### config.mk
export PLATFORM = sky130hd
export DESIGN_NAME = irq_entry
export DESIGN_NICKNAME = d
export VERILOG_FILES = /design/src/rtl/irq_entry_pkg.sv /design/src/rtl/irq_entry_prio_enc.sv /design/src/rtl/irq_entry.sv
export SDC_FILE = /design/constraint.sdc
export NUM_CORES = 1
export LEC_CHECK = 0
export BUFFER_PORTS_ARGS = -buffer_cell sky130_fd_sc_hd__buf_2
export CORE_MARGIN = 4
export CORE_UTILIZATION = 39
export CTS_CLUSTER_SIZE = 25
export DETAILED_ROUTE_END_ITERATION = 12
export GPL_TIMING_DRIVEN = 0
export PLACE_DENSITY_LB_ADDON = 0.12
export SETUP_SLACK_MARGIN = 0.3
export SLEW_MARGIN = 20
export SYNTH_ARGS = -nofsm -noshare
export SYNTH_HDL_FRONTEND = slang
export SYNTH_SLANG_ARGS = --single-unit
### constraint.sdc
create_clock -name clk -period 1.5 [get_ports clk]
set_clock_uncertainty 0.05 [all_clocks]
set_input_delay 0.225 -clock clk [delete_from_list [all_inputs] [get_ports clk]]
set_output_delay 0.225 -clock clk [all_outputs]
set_load 0.05 [all_outputs]
### src/rtl/irq_entry_pkg.sv
// Shared definitions for the interrupt entry/return sequencer.
package irq_entry_pkg;

  localparam int          IRQ_W_DEF      = 4;
  localparam int          ID_W_DEF       = 2;
  localparam logic [31:0] VEC_BASE_DEF   = 32'h0000_0100;
  localparam int          VEC_STRIDE_DEF = 4;

  typedef logic [IRQ_W_DEF-1:0] irq_bus;

  // Source ids; a lower id means a higher priority.
  localparam int IRQ_TIM     = 0;
  localparam int IRQ_UART_TX = 1;
  localparam int IRQ_UART_RX = 2;
  localparam int IRQ_FFT     = 3;

  // Sequencer state encodings
  localparam logic [2:0] ST_IDLE  = 3'd0;
  localparam logic [2:0] ST_WAIT  = 3'd1;
  localparam logic [2:0] ST_ENTER = 3'd2;
  localparam logic [2:0] ST_ISR   = 3'd3;
  localparam logic [2:0] ST_RET   = 3'd4;

  // Vector address for a source: 32-bit wrap-around, no overflow check
  function automatic logic [31:0] vec_addr(input logic [31:0] base,
                                           input logic [31:0] id,
                                           input int          stride);
    return base + id * 32'(stride);
  endfunction

endpackage

### src/rtl/irq_entry_prio_enc.sv
// Lowest-index-first priority encoder for the interrupt lines.
module irq_prio_enc #(
  parameter int IRQ_W = 4,
  parameter int ID_W  = 2
) (
  input  logic [IRQ_W-1:0] irq_i,
  output logic [ID_W-1:0]  id_o,
  output logic             vld_o
);

  // Scan from the top down so the lowest set index is written last and wins
  always_comb begin
    id_o = '0;
    for (int i = IRQ_W - 1; i >= 0; i--) begin
      if (irq_i[i]) id_o = ID_W'(i);
    end
  end

  assign vld_o = |irq_i;

endmodule

### src/rtl/irq_entry.sv
// Interrupt entry/return sequencer: waits for an instruction boundary,
// saves the return PC, acks the source and redirects fetch to its vector;
// on mret it redirects back to the saved PC.
module irq_entry
  import irq_entry_pkg::*;
#(
  parameter int          IRQ_W      = IRQ_W_DEF,
  parameter int          ID_W       = ID_W_DEF,
  parameter logic [31:0] VEC_BASE   = VEC_BASE_DEF,
  parameter int          VEC_STRIDE = VEC_STRIDE_DEF
) (
  input  logic             clk,
  input  logic             rst_n,
  input  logic [IRQ_W-1:0] irq_i,
  output logic             irq_ack,
  output logic [ID_W-1:0]  irq_id_o,
  input  logic             global_ie_i,
  input  logic [31:0]      pc_i,
  input  logic             boundary_i,
  input  logic             mret_i,
  output logic             hold_o,
  output logic             jump_o,
  output logic [31:0]      jump_addr_o,
  output logic             flush_o,
  output logic [31:0]      epc_o,
  output logic [ID_W-1:0]  cause_o,
  output logic             in_isr_o
);

  logic [2:0]      state_q, state_d;
  logic [ID_W-1:0] cause_q, cause_d;
  logic [31:0]     epc_q, epc_d;
  logic            in_isr_q, in_isr_d;
  logic [ID_W-1:0] enc_id;
  logic            enc_vld;

  irq_prio_enc #(
    .IRQ_W (IRQ_W),
    .ID_W  (ID_W)
  ) u_prio_enc (
    .irq_i (irq_i),
    .id_o  (enc_id),
    .vld_o (enc_vld)
  );

  // Next-state logic. RET behaves like an IDLE cycle for recognition so a
  // pending line is acked two cycles after the return redirect.
  always_comb begin
    state_d  = state_q;
    cause_d  = cause_q;
    epc_d    = epc_q;
    in_isr_d = in_isr_q;
    case (state_q)
      ST_IDLE, ST_RET: begin
        if (state_q == ST_RET) in_isr_d = 1'b0;
        if (global_ie_i && enc_vld) begin
          cause_d = enc_id;
          state_d = ST_WAIT;
        end else begin
          state_d = ST_IDLE;
        end
      end
      ST_WAIT: begin
        if (!enc_vld || !global_ie_i) begin
          state_d = ST_IDLE;
        end else begin
          // re-encode every cycle so a higher-priority arrival takes over
          cause_d = enc_id;
          if (boundary_i) begin
            epc_d   = pc_i;
            state_d = ST_ENTER;
          end
        end
      end
      ST_ENTER: begin
        in_isr_d = 1'b1;
        state_d  = ST_ISR;
      end
      ST_ISR: begin
        if (mret_i) state_d = ST_RET;
      end
      default: state_d = ST_IDLE;
    endcase
  end

  // State and saved-context registers
  always_ff @(posedge clk or negedge rst_n) begin
    if (!rst_n) begin
      state_q  <= ST_IDLE;
      cause_q  <= '0;
      epc_q    <= '0;
      in_isr_q <= 1'b0;
    end else begin
      state_q  <= state_d;
      cause_q  <= cause_d;
      epc_q    <= epc_d;
      in_isr_q <= in_isr_d;
    end
  end

  // Moore outputs decoded from state; all clear when reset forces IDLE
  assign irq_ack     = (state_q == ST_ENTER);
  assign irq_id_o    = (state_q == ST_ENTER) ? cause_q : '0;
  assign hold_o      = (state_q == ST_WAIT) || (state_q == ST_ENTER);
  assign jump_o      = (state_q == ST_ENTER) || (state_q == ST_RET);
  assign flush_o     = jump_o;
  assign jump_addr_o = (state_q == ST_ENTER) ? vec_addr(VEC_BASE, 32'(cause_q), VEC_STRIDE) :
                       (state_q == ST_RET)   ? epc_q : 32'h0;
  assign epc_o       = epc_q;
  assign cause_o     = cause_q;
  assign in_isr_o    = in_isr_q;

endmodule
# Yosys cells after proc, flatten, opt, wreduce, memory -nomap -nowiden
# Index checks and enable logic that the tools add are counted.
totals:
  regBits: 38
  in_bits: 41
  wordCells: 47
op_classes:
  add_sub_neg: 1
  n_eq_ne: 9
  n_mux: 17
  bitwise: 1
  reduce_logical: 15
op_table:
  columns: ["op", "n"]
  rows:
  - ["32-bit two-way mux", 2]
  - ["2-bit two-way mux", 7]
  - ["3-bit case mux with 4 select lines", 1]
  - ["9-bit by 4-bit adder with 10-bit output (first input constant)", 1]
  - ["3-bit two-way mux", 3]
  - ["2-bit inequality test (second input constant)", 4]
  - ["3-bit by 2-bit equality test with 1-bit output (second input constant)", 2]
  - ["3-bit AND reduction", 2]
  - ["2-bit case mux with 2 select lines", 1]
  - ["2-bit AND reduction", 2]
  - ["2-bit nonzero test", 2]
  - ["4-bit OR reduction", 1]
  - ["3-bit by 1-bit equality test with 1-bit output (second input constant)", 1]
  - ["3-bit equality test (second input constant)", 1]
  - ["3-bit logical NOT", 1]
  - ["1-bit logical OR", 3]
  - ["3-bit inequality test (second input constant)", 1]
  - ["1-bit logical NOT", 2]
  - ["1-bit two-way mux", 2]
  - ["1-bit case mux with 2 select lines", 1]
  - ["2-bit OR reduction", 1]
  - ["1-bit logical AND", 1]
  - ["1-bit NOT", 1]

# Logic depth before layout (Yosys ltp)
# Gate-level depths: netlist of the first run.
depth:
  word_depth: 6
  ltp_mapped: 4

# Cells and area by module
# A second synthesis of the first run with hierarchy kept.
unflattened:
  hier_cells: 139
  area_unflattened_um2: 1775.5
modules_own_cells:
  columns: ["module", "n_inst", "cells_per_inst", "area_per_inst_um2", "seq_area_each_um2"]
  rows:
  - ["irq_entry", 1, 132, 1740.4, 950.9]
  - ["irq_prio_enc", 1, 7, 35.0, 0.0]

# Worst setup path after synthesis of the first run
# Ideal clock, no wire load.
synth_timing:
  kind: "reg-to-output"
  start: "register state_q[2]"
  end: "output jump_o"
  arrival_time_ns: 2.137
  slack_ns: -0.912
  stages_incl_launch_ff: 5
  path_buffers: 1
  path_cell_list: "dfrtp_1 nand2b_1 nor2_1 or2_2 buf_4"
synth_between:
  elab_chain_len: 2
  elab_cells_between_ends: 3
  classes_between: "eq/ne (2); reduce/logical (1)"
synth_lines:
  columns: ["element", "line", "text"]
  rows:
  - ["start: declaration", "irq_entry.sv:30", "logic [2:0] state_q, state_d;"]
  - ["start signal: assignment", "irq_entry.sv:94", "state_q <= state_d;"]
  - ["3-bit by 2-bit equality test with 1-bit output", null, null]
  - ["net irq_ack", "irq_entry.sv:15", "output logic irq_ack,"]
  - ["1-bit logical OR", "irq_entry.sv:105", "assign jump_o = (state_q == ST_ENTER) || (state_q == ST_RET);"]
  - ["end: declaration", "irq_entry.sv:22", "output logic jump_o,"]
# The timed path passes the listed nets, and every way through them passes these cells.

# Worst setup path in the final report of the first run
layout_timing:
  start: "register state_q[1]"
  end: "output jump_o"
layout_between:
  elab_chain_len: 2
  elab_cells_between_ends: 3
  classes_between: "eq/ne (2); reduce/logical (1)"
layout_lines:
  columns: ["element", "line"]
  rows:
  - ["3-bit by 2-bit equality test with 1-bit output or 3-bit equality test (tied branches)", "irq_entry.sv:105"]
  - ["1-bit logical OR *", "irq_entry.sv:105"]
# Every way passes the cells marked *; elsewhere a longest branch is shown, timed or not.

==> results of run 1 <==
where the power goes:
part / total, mW / internal (mW) / switching, mW
registers: 2.04 / 1.54 / 0.502
logic: 5.59 / 2.40 / 3.20
clock network: 0.848 / 0.489 / 0.359
area by class of cell:
cell class / instances / area (um2)
Clock buffer: 5 / 68.8
Tap cell: 67 / 83.8
Fill cell: 317 / 1210
Timing Repair Buffer: 124 / 1180
Inverter: 2 / 7.51
Sequential cell: 38 / 955
Buffer: 10 / 134
Clock inverter: 3 / 40.0
Multi-Input combinational cell: 91 / 1070
flip-flops by register name, summed over array words and instances, names as in the netlist:
signal    count
state_q       3
cause_o       2
in_isr_o      1
epc_o        32
cell families (layout without fill, tap and decap cells):
kind of cell           after synthesis  count (layout)  synth area share, %
AOI/OAI and AO/OA                   10              10                 3.53
muxes                               34              34                 25.9
DFF                                 38              38                 49.7
buffers and inverters               12             144                 5.10
and+or+nand+nor                     47              47                 15.8
worst reg2reg max path, cell delays in order (launching register included):
cell	delay, ps
dfrtp_2	440
buf_12	140
nor3b_4	260
nand3_4	170
buf_12	190
mux2_4	300
Yosys cell counts:
cell / count
dfrtp_1: 38
mux2_4: 30
and3_1: 29
clkbuf_1: 6
mux2_2: 4
nor2_1: 4
and2_1: 3
buf_12: 3
o21ai_0: 3
a21oi_1: 2
a22o_1: 2
inv_1: 2
nand2_1: 2
nand2b_1: 2
nor3_1: 2
or2_2: 2
a21o_1: 1
buf_4: 1
nand3_4: 1
nand4b_1: 1
nor3b_4: 1
o22ai_1: 1
o41a_1: 1
timing repair:
item                       in CTS  in global routing
hold buffers                    0                  0
gates cloned                    0                  0
buffers inserted                8                  3
resized for setup             154                 24
setup endpoints to repair     108                 94
pin swaps                       3                  0
path summary, 6_finish.rpt:
check                           start    endpoint  slack [ps]
setup / recovery           state_q[1]      jump_o        -270
hold / removal                  rst_n    epc_o[6]         -10
setup reg to reg           state_q[1]   epc_o[18]        -180
hold reg to reg              in_isr_o    in_isr_o         490
max in group asynchronous       rst_n  state_q[1]         800
min in group clk              pc_i[0]    epc_o[0]         110
metal layers:
layer,GRT usage [%],vias up,wire length [um]
li1,-,763,-
met1,22.9,793,2290
met2,30.2,77,2710
met3,5.50,9,410
met4,5.94,0,79
met5,0,-,0
per-stage QoR:
| step | utilization, % | total power, mW | hold WS [ps] | worst slack, ps |
|---|---|---|---|---|
| finish | 74.6 | 8.48 | -10.6 | -266 |
| global route | 74.6 | 8.86 | 53.2 | -326 |
| CTS | 72.2 | 8.19 | 13.5 | -265 |
| detailed placement | 58.3 | 6.51 | 334 | -217 |
| global placement | 58.3 | 6.46 | 327 | -238 |
| floorplan | - | 5.53 | -121 | -197 |
==> results.json, run 1 <==
{
  "drive_gt1_share_pct": 81.3,
  "hold_viol": 11,
  "critical_path.top_delay_family": "flip-flops",
  "report.final.slew_viol_count": 0,
  "cp_slowest_cell": "dfrtp_2",
  "cp_max_fo": 7,
  "boundaryPins": 114,
  "routed-via-count": 1642,
  "placed_cell_area_um2": 2770,
  "worstSetupPathDepth": 6,
  "nets": 313,
  "htree_levels": 2,
  "synth_area_um2": 1910,
  "ys_types": 23,
  "crit_type": "reg -> out",
  "wire_per_inst_um": 16.1,
  "grt_max_degree": 39,
  "start_util_pct": 40.3,
  "grt_pass1_vias": 1680,
  "final_common_cell": "buf_2",
  "cts_buffers": 5,
  "hold_ws_ps": -10.6,
  "ys_ff_latch": 38,
  "worst_pin_slew_ps": 863,
  "detail_route.vias_per_cell": 4.83,
  "violations": "hold timing, setup timing",
  "max_freq_mhz": 566,
  "syn_inst": 141,
  "setup_ws_ps": -266,
  "final_antenna_net_count": 0,
  "hp-class": "in -> async",
  "clock-sinks": 38,
  "grt_pass1_wl_um": 8740,
  "min_period_over_period_pct": 118,
  "synth_largest_area_cell": "dfrtp_1",
  "leakage_nw": 1.79,
  "cts_root_buf": "clkbuf_8",
  "peakVddDrop_mv": 1.78,
  "path_buf_inv": 3,
  "end_kind": "output pin",
  "track_usage_pct": 18.3,
  "area_delta_synth_final_pct": 85.3,
  "cts_tree": "done",
  "dr.first_iter.drc_count": 60,
  "slew_headroom_pct": 42.4,
  "rsz0062_at_grt": "yes",
  "required_ps": 1220,
  "synth.net_count": 182,
  "synth_area_leaders": "dfrtp_1, mux2_4, and3_1",
  "route.detailed.drc": 0,
  "status": "finished, violations left",
  "finalSetupTns_ps": -13080,
  "die-area_um2": 6090,
  "ys_warn_count": 0,
  "clk_latency_ps": 290,
  "clk_pin_slew_ps": 80,
  "core_area_um2": 4750,
  "dp.cells": 321,
  "drv_cap": 0,
  "wl_um": 5490,
  "overflow": 0,
  "die_y_um": 78.1,
  "clock_path_buffers": 2,
  "numPortBuffers": 113,
  "crit_path_start_kind": "register",
  "first_pass_iters": 4,
  "fin_cells": 340,
  "hpwl_um": 3580,
  "fin_crit_ps": 1770,
  "arrival_ps": 1490,
  "syn_area_per_cell_um2": 13.6,
  "final_cell_mix": "buf_2, dfrtp_1, mux2_4",
  "synth_top_area_share_pct": 49.7,
  "setup_viol": 72,
  "die_x_um": 78.1,
  "yosysSeqAreaShare_pct": 49.7,
  "p_per_area_nw_per_um2": 2390,
  "rows": 25,
  "antenna_found_initial": 0,
  "reg2reg_depth": 5,
  "path_common_cell": "buf_8",
  "fin_area_um2": 3550,
  "slowest_delay_ps": 440,
  "cp_cell_sequence": "buf_12 > nand2b_4 > nor2_4 > or2_4 > buf_8 > buf_8",
  "diodes": 0,
  "routabilityCongestion": 0.735
}
(Power assumes the default switching activity.)
==> run 2: changes to the inputs <==
--- a/config.mk
+++ b/config.mk
@@ -7,10 +7,12 @@
 export LEC_CHECK = 0
 export BUFFER_PORTS_ARGS = -buffer_cell sky130_fd_sc_hd__buf_2
 export CORE_MARGIN = 4
-export CORE_UTILIZATION = 39
+export CORE_UTILIZATION = 40
+export CTS_BUF_LIST = sky130_fd_sc_hd__clkbuf_4
 export CTS_CLUSTER_SIZE = 25
 export DETAILED_ROUTE_END_ITERATION = 12
 export GPL_TIMING_DRIVEN = 0
+export HOLD_SLACK_MARGIN = 0.08
 export PLACE_DENSITY_LB_ADDON = 0.12
 export SETUP_SLACK_MARGIN = 0.3
 export SLEW_MARGIN = 20
==> results.json, run 2 (synthesis results as in run 1) <==
{
  "final_common_cell": "buf_6",
  "fin_util_pct": 89.3,
  "required_ps": 1220,
  "r2r-start": "state_q[1]",
  "die_x_um": 77.2,
  "wl_um": 6720,
  "grt_max_degree": 39,
  "grt_use_met2_pct": 42.7,
  "diodes": 0,
  "p_per_area_nw_per_um2": 2170,
  "fin_area_um2": 4020,
  "peakVddDrop_mv": 2.02,
  "grt_pass1_wl_um": 10900,
  "setup_ws_ps": -354,
  "met3_usage_pct": 5.04,
  "hold_viol": 38,
  "path_common_cell": "buf_8",
  "critPathLaunch": "state_q[1]",
  "drive_gt1_share_pct": 73.8,
  "overflow": 0,
  "antenna_found_initial": 0,
  "ff2ff_setup_slack_ps": -300,
  "rows": 24,
  "hpwl_um": 3530,
  "violations": "hold timing, setup timing",
  "fin_cells": 372,
  "clock_path_buffers": 2,
  "gr-usage-met1_pct": 25.7,
  "cts_buffers": 5,
  "arrival_ps": 1580,
  "die-area_um2": 5960,
  "hold_ws_ps": -73.3,
  "cts_root_buf": "clkbuf_4",
  "slew_headroom_pct": 43.4,
  "track_usage_pct": 23.0,
  "start_util_pct": 42.5,
  "hp-class": "in -> async",
  "endpoint": "jump_o",
  "rsz0062_at_grt": "yes",
  "min_period_over_period_pct": 124,
  "crit_path_start_kind": "register",
  "clk_latency_ps": 340,
  "reg2reg_depth": 7,
  "max_freq_mhz": 539,
  "numPortBuffers": 113,
  "worst_pin_slew_ps": 849,
  "fin_crit_ps": 1850,
  "dr.first_iter.drc_count": 45,
  "cp_slowest_cell": "dfrtp_2",
  "routabilityCongestion": 0.683,
  "grt_pass1_vias": 2126,
  "final_antenna_net_count": 0,
  "slowest_delay_ps": 450,
  "end_kind": "output pin",
  "clock-sinks": 38,
  "htree_levels": 2,
  "detail_route.vias_per_cell": 5.14,
  "report.final.slew_viol_count": 0,
  "die_y_um": 77.2,
  "first_pass_iters": 4,
  "boundaryPins": 114,
  "leakage_nw": 2.02,
  "route.detailed.drc": 0,
  "core_area_um2": 4500,
  "clk_pin_slew_ps": 110,
  "area_delta_synth_final_pct": 110,
  "final_cell_mix": "buf_6, buf_2, buf_8",
  "cts_tree": "done",
  "cts_hold_buf": 33,
  "status": "finished, violations left",
  "crit_type": "reg -> out",
  "largest_register_ffs": 32,
  "cp_cell_sequence": "buf_6 > nand2b_4 > nor2_4 > or2_4 > buf_8 > buf_8",
  "busiest_layer": "met2",
  "r2r_end": "epc_o[15]",
  "cp_max_fo": 8,
  "setup_viol": 72,
  "placed_cell_area_um2": 2760,
  "wire_per_inst_um": 18.1,
  "routed-via-count": 1913,
  "dp.cells": 306,
  "nets": 361,
  "p_total_mw": 8.71,
  "drv_cap": 0
}
-- run 2: cell types whose count changed in the layout (fill, tap and decap cells not counted), moves of 2 or more --
cell	delta
buf_8	+3
clkinv_2	-2
clkbuf_8	-5
clkbuf_4	+4
a22o_2	-2
buf_6	+18
dlygate4sd3_1	+33
o21ai_1	+2
buf_4	-6
a22o_4	+2
o21ai_0	-2
-- run 2: worst min-delay path by stage --
stage          depth (start not counted)    endpoint  slack, ps  startpoint
6_report                               1   epc_o[10]        -70       rst_n
5_1_grt                                1   epc_o[26]        -10       rst_n
4_1_cts                                1   epc_o[26]        -50       rst_n
3_5_place_dp                           1   epc_o[10]        320       rst_n
3_3_place_gp                           1   epc_o[10]        330       rst_n
2_1_floorplan                          0  cause_o[0]       -120       rst_n
-- run 2: layout make-up --
type / count / area, um2
fill: 199 / 483
clock inverter: 1 / 3.75
clock buffer: 6 / 45.0
multi-input combinational: 91 / 1070
timing repair buffer: 172 / 1740
inverter: 2 / 7.51
sequential: 38 / 956
buffer: 10 / 131
tap: 52 / 65.1
-- run 2: per-stage QoR --
| step | hold slack, ps | setup slack, ps | TNS [ps] |
|---|---|---|---|
| final | -73.3 | -354 | -20230 |
| after global routing | -12.2 | -415 | -25200 |
| after CTS | -51.1 | -347 | -20960 |
| after detailed placement | 325 | -222 | -11450 |
| after global placement | 325 | -199 | -10800 |
| after floorplan | -121 | -197 | -1290 |
-- run 2: where the power goes --
part           switching, mW  internal [mW]
logic                   3.31           2.78
clock network          0.323          0.188
registers              0.573           1.53
-- run 2: routing by layer --
layer / share of wire (%) / wire (um) / vias to the layer above
met5: 0 / 0 / -
met4: 2.8 / 189 / 0
met3: 5.2 / 349 / 18
met2: 55 / 3690 / 77
met1: 37 / 2490 / 953
li1: - / - / 865
-- run 2: what timing repair did --
action,4_1_cts,5_1_grt
gates resized for setup,197,7
setup buffers,22,3
cloned,1,0
hold endpoints to repair,71,38
setup endpoints to repair,109,108
pin swaps,8,3
-- run 2: critical path, delay by kind of cell, from the launching register on --
kind,cells,cell delay [ps]
buffers and inverters,3,400
DFF,1,450
and+or+nand+nor,3,380
==> run 3: changes to the inputs <==
--- a/config.mk
+++ b/config.mk
@@ -15,6 +15,7 @@
 export HOLD_SLACK_MARGIN = 0.08
 export PLACE_DENSITY_LB_ADDON = 0.12
 export SETUP_SLACK_MARGIN = 0.3
+export SKIP_CTS_REPAIR_TIMING = 1
 export SLEW_MARGIN = 20
 export SYNTH_ARGS = -nofsm -noshare
 export SYNTH_HDL_FRONTEND = slang
==> results.json, run 3 (synthesis results as in run 1) <==
{
  "status": "finished, violations left",
  "violations": "hold timing, setup timing",
  "first_pass_iters": 4,
  "clock_path_buffers": 2,
  "cp_max_fo": 8,
  "final_cell_mix": "buf_6, buf_2, dfrtp_1, buf_4, dlygate4sd3_1",
  "finalSetupTns_ps": -19080,
  "max_freq_mhz": 531,
  "overflow": 0,
  "die-area_um2": 5960,
  "boundaryPins": 114,
  "final_antenna_net_count": 0,
  "routabilityCongestion": 0.683,
  "required_ps": 1220,
  "grt_pass1_wl_um": 7620,
  "routed-via-count": 1794,
  "wl_um": 6050,
  "drive_gt1_share_pct": 72.3,
  "cp_cell_sequence": "buf_4 > nand2b_4 > nor2_4 > or2_4 > buf_8 > buf_8",
  "clk_pin_slew_ps": 110,
  "reg2reg_depth": 5,
  "min_period_over_period_pct": 126,
  "hpwl_um": 3530,
  "multiInputGateArea_um2": 1060,
  "clock-sinks": 38,
  "fin_crit_ps": 1880,
  "dr.first_iter.drc_count": 48,
  "clk_latency_ps": 340,
  "start_util_pct": 42.5,
  "core_area_um2": 4500,
  "rsz0062_at_grt": "yes",
  "cts_root_buf": "clkbuf_4",
  "cts_buffers": 5,
  "p_total_mw": 8.24,
  "peakVddDrop_mv": 1.46,
  "track_usage_pct": 15.8,
  "worstSetupPathDepth": 6,
  "drv_cap": 0,
  "antenna_found_initial": 0,
  "hold_ws_ps": -74.4,
  "worst_pin_slew_ps": 828,
  "p_per_area_nw_per_um2": 2250,
  "area_delta_synth_final_pct": 91.6,
  "path_buf_inv": 3,
  "leakage_nw": 1.88,
  "setup_ws_ps": -384,
  "grt_pass1_vias": 1589,
  "placed_cell_area_um2": 2760,
  "cp_slowest_cell": "dfrtp_2",
  "end_kind": "output pin",
  "critPathLaunch": "state_q[1]",
  "setup_viol": 70,
  "crit_type": "reg -> out",
  "critical_path.top_delay_family": "flip-flops",
  "rows": 24,
  "path_common_cell": "buf_8",
  "slowest_delay_ps": 460,
  "route.detailed.drc": 0,
  "hp-class": "in -> async",
  "crit_path_start_kind": "register",
  "report.final.slew_viol_count": 0,
  "hold_viol": 38,
  "slew_headroom_pct": 44.8,
  "largest_register_ffs": 32,
  "numPortBuffers": 113,
  "wire_per_inst_um": 16.8,
  "r2r-start": "state_q[1]",
  "fin_area_um2": 3670,
  "endpoint": "jump_o",
  "cts_tree": "done",
  "ff2ff_setup_slack_ps": -220,
  "r2r_end": "epc_o[9]",
  "arrival_ps": 1610,
  "grt_max_degree": 39,
  "nets": 348,
  "seqCellArea_um2": 955,
  "die_x_um": 77.2,
  "die_y_um": 77.2,
  "fill_cells": 273,
  "detail_route.vias_per_cell": 4.98,
  "htree_levels": 2
}
-- run 3: routing by layer --
layer | vias to the layer above | GRT usage (%) | routed length (um)
li1 | 843 | - | -
met1 | 866 | 18.8 | 2340
met2 | 72 | 26.9 | 3260
met3 | 13 | 4.80 | 339
met4 | 0 | 5.52 | 108
met5 | - | 0 | 0
-- run 3: how the worst min path moves through the flow --
stage	startpoint	cells past startpoint	slack [ps]	end
global placement	rst_n	1	330	epc_o[10]
finish	rst_n	1	-70	epc_o[7]
global route	rst_n	1	-6	state_q[0]
CTS	rst_n	1	-50	epc_o[26]
floorplan	rst_n	0	-120	cause_o[0]
detailed placement	rst_n	1	320	epc_o[10]
-- run 3: area by class of cell --
cell class | instances | share of cell area, %
diodes | 1 | 0.0682
plain buffers | 10 | 3.62
clock buffers | 6 | 1.23
clock inverters | 1 | 0.102
inverters | 2 | 0.205
multi-input cells | 91 | 28.9
flip-flops and latches | 38 | 26.0
well taps | 52 | 1.77
repair buffers | 159 | 38.1
-- run 3: power by group --
group / leakage [nW] / switching (mW) / internal (mW) / total (mW)
clock network: 0.0292 / 0.318 / 0.188 / 0.506
logic: 1.40 / 3.21 / 2.46 / 5.67
registers: 0.453 / 0.537 / 1.53 / 2.07
-- run 3: stage by stage --
stage / instances / setup WS, ps / utilization (%)
CTS: 313 / -623 / 62.3
detailed placement: 306 / -222 / 61.2
global placement: 306 / -199 / 61.2
global route: 359 / -456 / 81.4
floorplan: 141 / -197 / -
finish: 360 / -384 / 81.4
-- run 3: worst reg2reg max path: stages, from the launching register on --
cell and delay, ps:
dfrtp_2 460, buf_4 160, nor3b_4 270, nand3_4 190, buf_12 200, mux2_4 300
